**src/rtl/stream_bram_loader_pkg.sv**
```systemverilog
// Shared types and derived constants for the stream-to-BRAM frame loader.
package stream_bram_loader_pkg;

  typedef enum logic [1:0] {
    ST_LOAD    = 2'd0,
    ST_DISCARD = 2'd1,
    ST_DONE    = 2'd2
  } state_t;

  // Total words the banked buffer can hold.
  function automatic int cap_of(input int banks, input int depth);
    return banks * depth;
  endfunction

endpackage

```
**src/rtl/stream_bram_loader_bank_write_demux.sv**
```systemverilog
// Routes one write strobe to the bank chosen by the low beat-count bits and
// registers the per-bank BRAM port signals (idle banks keep addr/data).
module stream_bram_loader_bank_write_demux #(
  parameter int DATA_WIDTH_DATA = 16,
  parameter int DATA_BANKS      = 4,
  parameter int DATA_ADDR       = 8,
  parameter int DATA_WE         = 2,
  parameter int BSEL_W          = 2
) (
  input  logic                                        clk,
  input  logic                                        rstn,
  input  logic                                        i_wr,
  input  logic [BSEL_W+DATA_ADDR-1:0]                 i_cnt,
  input  logic [DATA_WIDTH_DATA-1:0]                  i_data,
  output logic [DATA_BANKS-1:0]                       o_en,
  output logic [DATA_BANKS-1:0][DATA_WE-1:0]          o_we,
  output logic [DATA_BANKS-1:0][DATA_ADDR-1:0]        o_addr,
  output logic [DATA_BANKS-1:0][DATA_WIDTH_DATA-1:0]  o_wrdata
);

  logic [BSEL_W-1:0]    w_sel;
  logic [DATA_ADDR-1:0] w_addr;
  logic [DATA_BANKS-1:0] w_hit;

  assign w_sel  = i_cnt[BSEL_W-1:0];
  assign w_addr = i_cnt[BSEL_W+DATA_ADDR-1:BSEL_W];
  assign w_hit  = i_wr ? (DATA_BANKS'(1) << w_sel) : '0;

  always_ff @(posedge clk) begin
    if (!rstn) begin
      o_en     <= '0;
      o_we     <= '0;
      o_addr   <= '0;
      o_wrdata <= '0;
    end else begin
      for (int b = 0; b < DATA_BANKS; b++) begin
        o_en[b] <= w_hit[b];
        o_we[b] <= {DATA_WE{w_hit[b]}};
        if (w_hit[b]) begin
          o_addr[b]   <= w_addr;
          o_wrdata[b] <= i_data;
        end
      end
    end
  end

endmodule

```
**src/rtl/stream_bram_loader.sv**
```systemverilog
// AXI-Stream slave that stripes one frame round-robin across the data banks,
// then holds the buffer (tready low) until the reader releases it.
module stream_bram_loader
  import stream_bram_loader_pkg::*;
#(
  parameter int DATA_WIDTH_DATA = 16,
  parameter int DATA_BANKS      = 4,
  parameter int DATA_BANK_DEPTH = 256,
  parameter int DATA_ADDR       = $clog2(DATA_BANK_DEPTH),
  parameter int DATA_WE         = DATA_WIDTH_DATA / 8,
  parameter int ID_WIDTH        = 8,
  parameter int DEST_WIDTH      = 8,
  parameter int USER_WIDTH      = 1,
  parameter int CNT_W           = $clog2(DATA_BANKS * DATA_BANK_DEPTH) + 1
) (
  input  logic                                  clk,
  input  logic                                  rstn,
  input  logic [DATA_WIDTH_DATA-1:0]            s_axis_tdata,
  input  logic                                  s_axis_tvalid,
  output logic                                  s_axis_tready,
  input  logic                                  s_axis_tlast,
  input  logic [ID_WIDTH-1:0]                   s_axis_tid,
  input  logic [DEST_WIDTH-1:0]                 s_axis_tdest,
  input  logic [USER_WIDTH-1:0]                 s_axis_tuser,
  output logic [DATA_BANKS-1:0]                 mb_bram_en,
  output logic [DATA_BANKS*DATA_WE-1:0]         mb_bram_we,
  output logic [DATA_BANKS*DATA_ADDR-1:0]       mb_bram_addr,
  output logic [DATA_BANKS*DATA_WIDTH_DATA-1:0] mb_bram_wrdata,
  input  logic                                  buf_release,
  output logic                                  frame_done,
  output logic [CNT_W-1:0]                      frame_len,
  output logic                                  overflow
);

  localparam int BSEL_W = $clog2(DATA_BANKS);
  localparam int CAP    = cap_of(DATA_BANKS, DATA_BANK_DEPTH);

  state_t           r_state, w_state_nxt;
  logic [CNT_W-1:0] r_cnt, w_cnt_nxt;
  logic [CNT_W-1:0] r_frame_len, w_len_nxt;
  logic             r_overflow, w_ovf_nxt;
  logic             r_frame_done, w_done_nxt;
  logic             w_tready, w_acc, w_room, w_wr;
  logic             w_unused;

  // Sideband fields are accepted but carry no meaning for the buffer.
  assign w_unused = ^{s_axis_tid, s_axis_tdest, s_axis_tuser};

  assign w_tready = (r_state != ST_DONE) && rstn;
  assign w_acc    = s_axis_tvalid && w_tready;
  assign w_room   = r_cnt < CNT_W'(CAP);

  always_comb begin
    w_state_nxt = r_state;
    w_cnt_nxt   = r_cnt;
    w_ovf_nxt   = r_overflow;
    w_len_nxt   = r_frame_len;
    w_done_nxt  = 1'b0;
    w_wr        = 1'b0;
    case (r_state)
      ST_LOAD: begin
        if (w_acc) begin
          if (w_room) begin
            w_wr      = 1'b1;
            w_cnt_nxt = r_cnt + CNT_W'(1);
          end else begin
            w_ovf_nxt = 1'b1;
          end
          if (s_axis_tlast)  w_state_nxt = ST_DONE;
          else if (!w_room)  w_state_nxt = ST_DISCARD;
        end
      end
      ST_DISCARD: begin
        if (w_acc && s_axis_tlast) w_state_nxt = ST_DONE;
      end
      ST_DONE: begin
        if (buf_release) begin
          w_state_nxt = ST_LOAD;
          w_cnt_nxt   = '0;
          w_ovf_nxt   = 1'b0;
        end
      end
      default: w_state_nxt = ST_LOAD;
    endcase
    // cnt saturates at CAP, so the length captured here is already clamped.
    if (w_acc && s_axis_tlast) begin
      w_done_nxt = 1'b1;
      w_len_nxt  = w_cnt_nxt;
    end
  end

  always_ff @(posedge clk) begin
    if (!rstn) begin
      r_state      <= ST_LOAD;
      r_cnt        <= '0;
      r_overflow   <= 1'b0;
      r_frame_len  <= '0;
      r_frame_done <= 1'b0;
    end else begin
      r_state      <= w_state_nxt;
      r_cnt        <= w_cnt_nxt;
      r_overflow   <= w_ovf_nxt;
      r_frame_len  <= w_len_nxt;
      r_frame_done <= w_done_nxt;
    end
  end

  stream_bram_loader_bank_write_demux #(
    .DATA_WIDTH_DATA (DATA_WIDTH_DATA),
    .DATA_BANKS      (DATA_BANKS),
    .DATA_ADDR       (DATA_ADDR),
    .DATA_WE         (DATA_WE),
    .BSEL_W          (BSEL_W)
  ) u_demux (
    .clk      (clk),
    .rstn     (rstn),
    .i_wr     (w_wr),
    .i_cnt    (r_cnt[BSEL_W+DATA_ADDR-1:0]),
    .i_data   (s_axis_tdata),
    .o_en     (mb_bram_en),
    .o_we     (mb_bram_we),
    .o_addr   (mb_bram_addr),
    .o_wrdata (mb_bram_wrdata)
  );

  assign s_axis_tready = w_tready;
  assign frame_done    = r_frame_done;
  assign frame_len     = r_frame_len;
  assign overflow      = r_overflow;

endmodule
```
**config.mk**
```make
export PLATFORM = sky130hd
export DESIGN_NAME = stream_bram_loader
export DESIGN_NICKNAME = d
export VERILOG_FILES = /design/src/rtl/stream_bram_loader_pkg.sv /design/src/rtl/stream_bram_loader_bank_write_demux.sv /design/src/rtl/stream_bram_loader.sv
export SDC_FILE = /design/constraint.sdc
export NUM_CORES = 1
export LEC_CHECK = 0
export ABC_AREA = 1
export BUFFER_PORTS_ARGS = -buffer_cell sky130_fd_sc_hd__clkbuf_2
export CORE_ASPECT_RATIO = 1.2
export CORE_UTILIZATION = 40
export DETAILED_ROUTE_END_ITERATION = 10
export GPL_ROUTABILITY_DRIVEN = 0
export GPL_TIMING_DRIVEN = 0
export HOLD_SLACK_MARGIN = 0.05
export PLACE_DENSITY = 0.75
export SLEW_MARGIN = 0
export SYNTH_ARGS = -nofsm -noshare
export SYNTH_HDL_FRONTEND = slang
export SYNTH_SLANG_ARGS = --single-unit
```
**constraint.sdc**
```tcl
create_clock -name clk -period 1.88 [get_ports clk]
set_clock_uncertainty 0.2 [all_clocks]
set_input_delay 0.188 -clock clk [delete_from_list [all_inputs] [get_ports clk]]
set_output_delay 0.188 -clock clk [all_outputs]
set_load 0.1 [all_outputs]
```
# Yosys cells after proc, flatten, opt, wreduce, memory -nomap -nowiden
# Cells that the tools add are included.
[totals]
reg_bits = 130
input_bits = 38
output_inout_bits = 122
wordCells = 55
[classes]
add_sub_neg = 1
order_cmp = 1
n_eq_ne = 8
shift = 1
muxes = 19
n_reduce_logical = 7
[ops]
columns = ["operator", "n"]
rows = [
  ["two-way mux 11 bit", 3],
  ["one-hot mux 11 bit (2 select lines)", 1],
  ["adder 11 x 1 -> 11 bit (second input constant)", 1],
  ["less-than comparator 11 bit (second input constant)", 1],
  ["two-way mux 2 bit", 5],
  ["!= test 2 bit (second input constant)", 5],
  ["AND reduction 4 bit", 2],
  ["two-way mux 1 bit", 7],
  ["one-hot mux 2 bit (3 select lines)", 1],
  ["two-way mux 4 bit", 1],
  ["<< shifter 1 x 2 -> 4 bit (first input constant)", 1],
  ["logical AND 1 bit", 3],
  ["!= test 3 bit (second input constant)", 1],
  ["equality test 2 x 1 -> 1 bit (second input constant)", 1],
  ["equality test 2 bit (second input constant)", 1],
  ["logical NOT 2 bit", 1],
  ["one-hot mux 1 bit (2 select lines)", 1],
  ["nonzero test 2 bit", 1],
]

# Longest topological paths before layout
[depth]
depth_word = 6
mapped_depth = 11
ltp_nobuf = 11

# By module
# Synthesis repeated with hierarchy kept, for this count alone.
[hier_totals]
cells_unflattened = 826
hier_area_um2 = 5494.0
[by_module_without_submodules]
columns = ["module", "instances", "cells_per_inst", "area_each_um2", "seq_area_each_um2"]
rows = [
  ["stream_bram_loader_bank_write_demux", 1, 637, 4149.0, 2001.9],
  ["stream_bram_loader", 1, 189, 1345.0, 520.5],
]

# Least setup slack after synthesis
# OpenSTA, ideal clock, no wires.
[synth_path]
kind = "register -> output"
start = "register u_demux.o_en[0] (netlist name)"
end = "output port mb_bram_we[0]"
arrival_time_ns = 1.374
required_time_ns = 1.492
setup_slack_ns = 0.118
stages_incl_launch_ff = 2
n_path_buf = 1
cell_sequence = "dfxtp_1 buf_4"
[synth_rtl]
columns = ["element", "line", "text"]
rows = [
  ["to (decl)", "stream_bram_loader.sv:26", "output logic [DATA_BANKS*DATA_WE-1:0] mb_bram_we,"],
]

# Worst setup path after layout
[layout_path]
start = "register r_state[0]"
end = "output port s_axis_tready"
[layout_between]
elab_chain_len = 2
[layout_lines]
columns = ["element", "line", "text"]
rows = [
  ["from (decl)", "stream_bram_loader.sv:38", "state_t r_state, w_state_nxt;"],
  ["from (signal assigned)", "stream_bram_loader.sv:100", "r_state <= w_state_nxt;"],
  ["!= test 2 bit", "stream_bram_loader.sv:49", "assign w_tready = (r_state != ST_DONE) && rstn;"],
  ["logical AND 1 bit", "stream_bram_loader.sv:49", ""],
  ["to (decl)", "stream_bram_loader.sv:20", "output logic s_axis_tready,"],
]
# Every way passes these cells.

==> metrics <==
outcome=finished, final reports clean; Worst setup startpoint=r_state[0]; WHS Path Cells=5; Clock Latency Late Sink=0.42 ns; initial core utilization=41.1%; H-tree depth=4; top cells by area, synth=dfxtp_1 53%, nor2_1 12%, o21ai_0 11%; total CTS buffers=17; vias in the first global route=4174; Lkg Pwr=2.96 nW; top_reg_cell synth=dfxtp_1; Max Fclk=558 MHz; worst reg-to-reg path cell count=8; worst path required time=1.49 ns; DP Cell Count=897; FP Rows=43; antenna violations before repair=0; mean post-synth cell area=7.95 um2; Min Hold Slack=0.124 ns; synthesized cell area=0.00475 mm2; Setup crit start kind=flop; clk sinks=126; DRT antenna net count=0; clock slew at reported path FFs=0.06 ns; synth unique cells=29; crit-path max FO=5; Die X=102 um; share of cells above drive strength 1=28.2%; die area=0.0123 mm2; CP endpoint kind=primary output; Worst IR Drop VDD=0.566 mV; FFs w/ async S/R, synth=0%; post-synthesis sequential area ratio=53.1%; DR pass1 iterations=4; fin. max-slew vios=0; CP Class=reg -> out; pin count of the biggest net entering global routing=17; Warnings, synthesis=0; routed wire length=13600 um; worst-case clock buffer depth=2; First DRT Iteration DRCs=303; GRT Total Usage=22.2%; cell with the most instances after synthesis=nor2_1; Slew HR=61.1%; wire per inst=14.3 um; min-delay worst type=in -> reg; most common library cells after synthesis=150 x nor2_1, 126 x dfxtp_1, 108 x o21ai_0; Ports=160; Worst R2R Start=r_state[1]; Synth Instances=598; DR vias/cell=4.85; area leader, netlist=dfxtp_1; via count=4623; Worst-Margin Slew=0.586 ns; RSZ-0062 raised after global routing=true; CTS tree=built; Final min period=1.79 ns; remaining routing DRC violations=0; Area growth syn-to-layout=36.1%; grt ovf=0; Layout Cells excl Fill=954; crit path DAT=1.40 ns; share of the synthesized area in the top cell type=53.1%; syn_nets=640; Nets=826; total core area=0.0116 mm2; first-pass GRT wire length=20500 um; Hold Fails Final Rpt=0; chip height=121 um; hold wc startpoint=rstn; DP HPWL=9520 um; count of final setup violators=0; synthesized flop and latch total=126; clk root buf=clkbuf_16; Max Cap Violations=0; Final Cycle Share=95.3%; Port Buffers=142; Post-synth EDFFs=0; pwr dens=1050 mW/mm2; n_diodes=0
per-stage QoR:
step / total power (W) / cell area, um2 / setup TNS (ns) / setup slack, ns / util (%)
after floorplan: 0.00374 / 4750 / 0 / 0.118 / -
after global placement: 0.00394 / 5660 / -0.545 / -0.108 / 48.9
after detailed placement: 0.00395 / 5660 / -0.926 / -0.151 / 48.9
after CTS: 0.00680 / 6370 / 0 / 0.00310 / 55.1
after global routing: 0.00702 / 6470 / -0.235 / -0.0253 / 55.9
final: 0.00681 / 6470 / 0 / 0.0877 / 55.9
final cells by class:
cell class                 count  area [um2]
clock inverter                12        73.8
fill                        1079        5100
inverter                      39         146
sequential                   126        2520
timing repair buffer         167         948
multi-input combinational    392        1900
clock buffer                  20         437
buffer                        41         250
tap                          157         196
logic make-up (layout without fill, tap and decap cells):
kind of cell,after synthesis,after routing,synth area share (%)
flops,126,126,53.1
compound gates,161,161,17.6
fa+ha+maj,4,4,1.05
buf+inv,80,279,8.08
simple gates,227,227,20.2
critical path, cell delays in order, from the launching register on:
cell and delay (ns):
dfxtp_2 0.34, inv_1 0.09, nand2_4 0.10, nand2_1 0.08
inv_1 0.06, clkbuf_4 0.32
routing by layer:
metal / GRT usage (%) / wire length, um / share of wire, % / vias to the layer above
met5: 0 / 0 / 0 / -
li1: - / - / - / 2327
met4: 7.97 / 210 / 1.5 / 0
met2: 38.0 / 6860 / 50 / 153
met3: 5.76 / 731 / 5.4 / 16
met1: 26.4 / 5820 / 43 / 2127
where the power goes:
part,internal [W],total [W],switching (W)
combinational,0.000222,0.00115,0.000926
sequential,0.00276,0.00281,0.0000510
clock,0.00166,0.00285,0.00119
sequential cells by signal (all words and copies together), names as in the netlist:
name and flops:
frame_done 1, frame_len 11, overflow 1, r_cnt 11
r_state 2, u_demux.o_addr 32, u_demux.o_en 3, u_demux.o_we 1
u_demux.o_wrdata 64
placed cells by master, fill, tap and decap left out, types with 17 or more instances in the layout:
master	instances
inv_1	33
dlygate4sd3_1	19
buf_4	23
nand2_1	42
a21oi_1	41
o21ai_0	97
clkbuf_2	144
nand3_1	19
clkbuf_16	17
dfxtp_1	125
nor2_1	146
path summary, 6_finish.rpt:
kind | endpoint | slack [ns]
max | s_axis_tready | 0.09
min | r_state[1] | 0.12
max reg2reg | u_demux.o_wrdata[9] | 0.09
min reg2reg | u_demux.o_wrdata[16] | 0.28
timing repair:
action,CTS,global route
buffers inserted,1,5
pin swaps,1,2
hold buffers,19,0
hold endpoints to repair,67,0
gates resized for setup,7,26
setup endpoints to repair,49,87
Power figures use the tool's default switching activity.
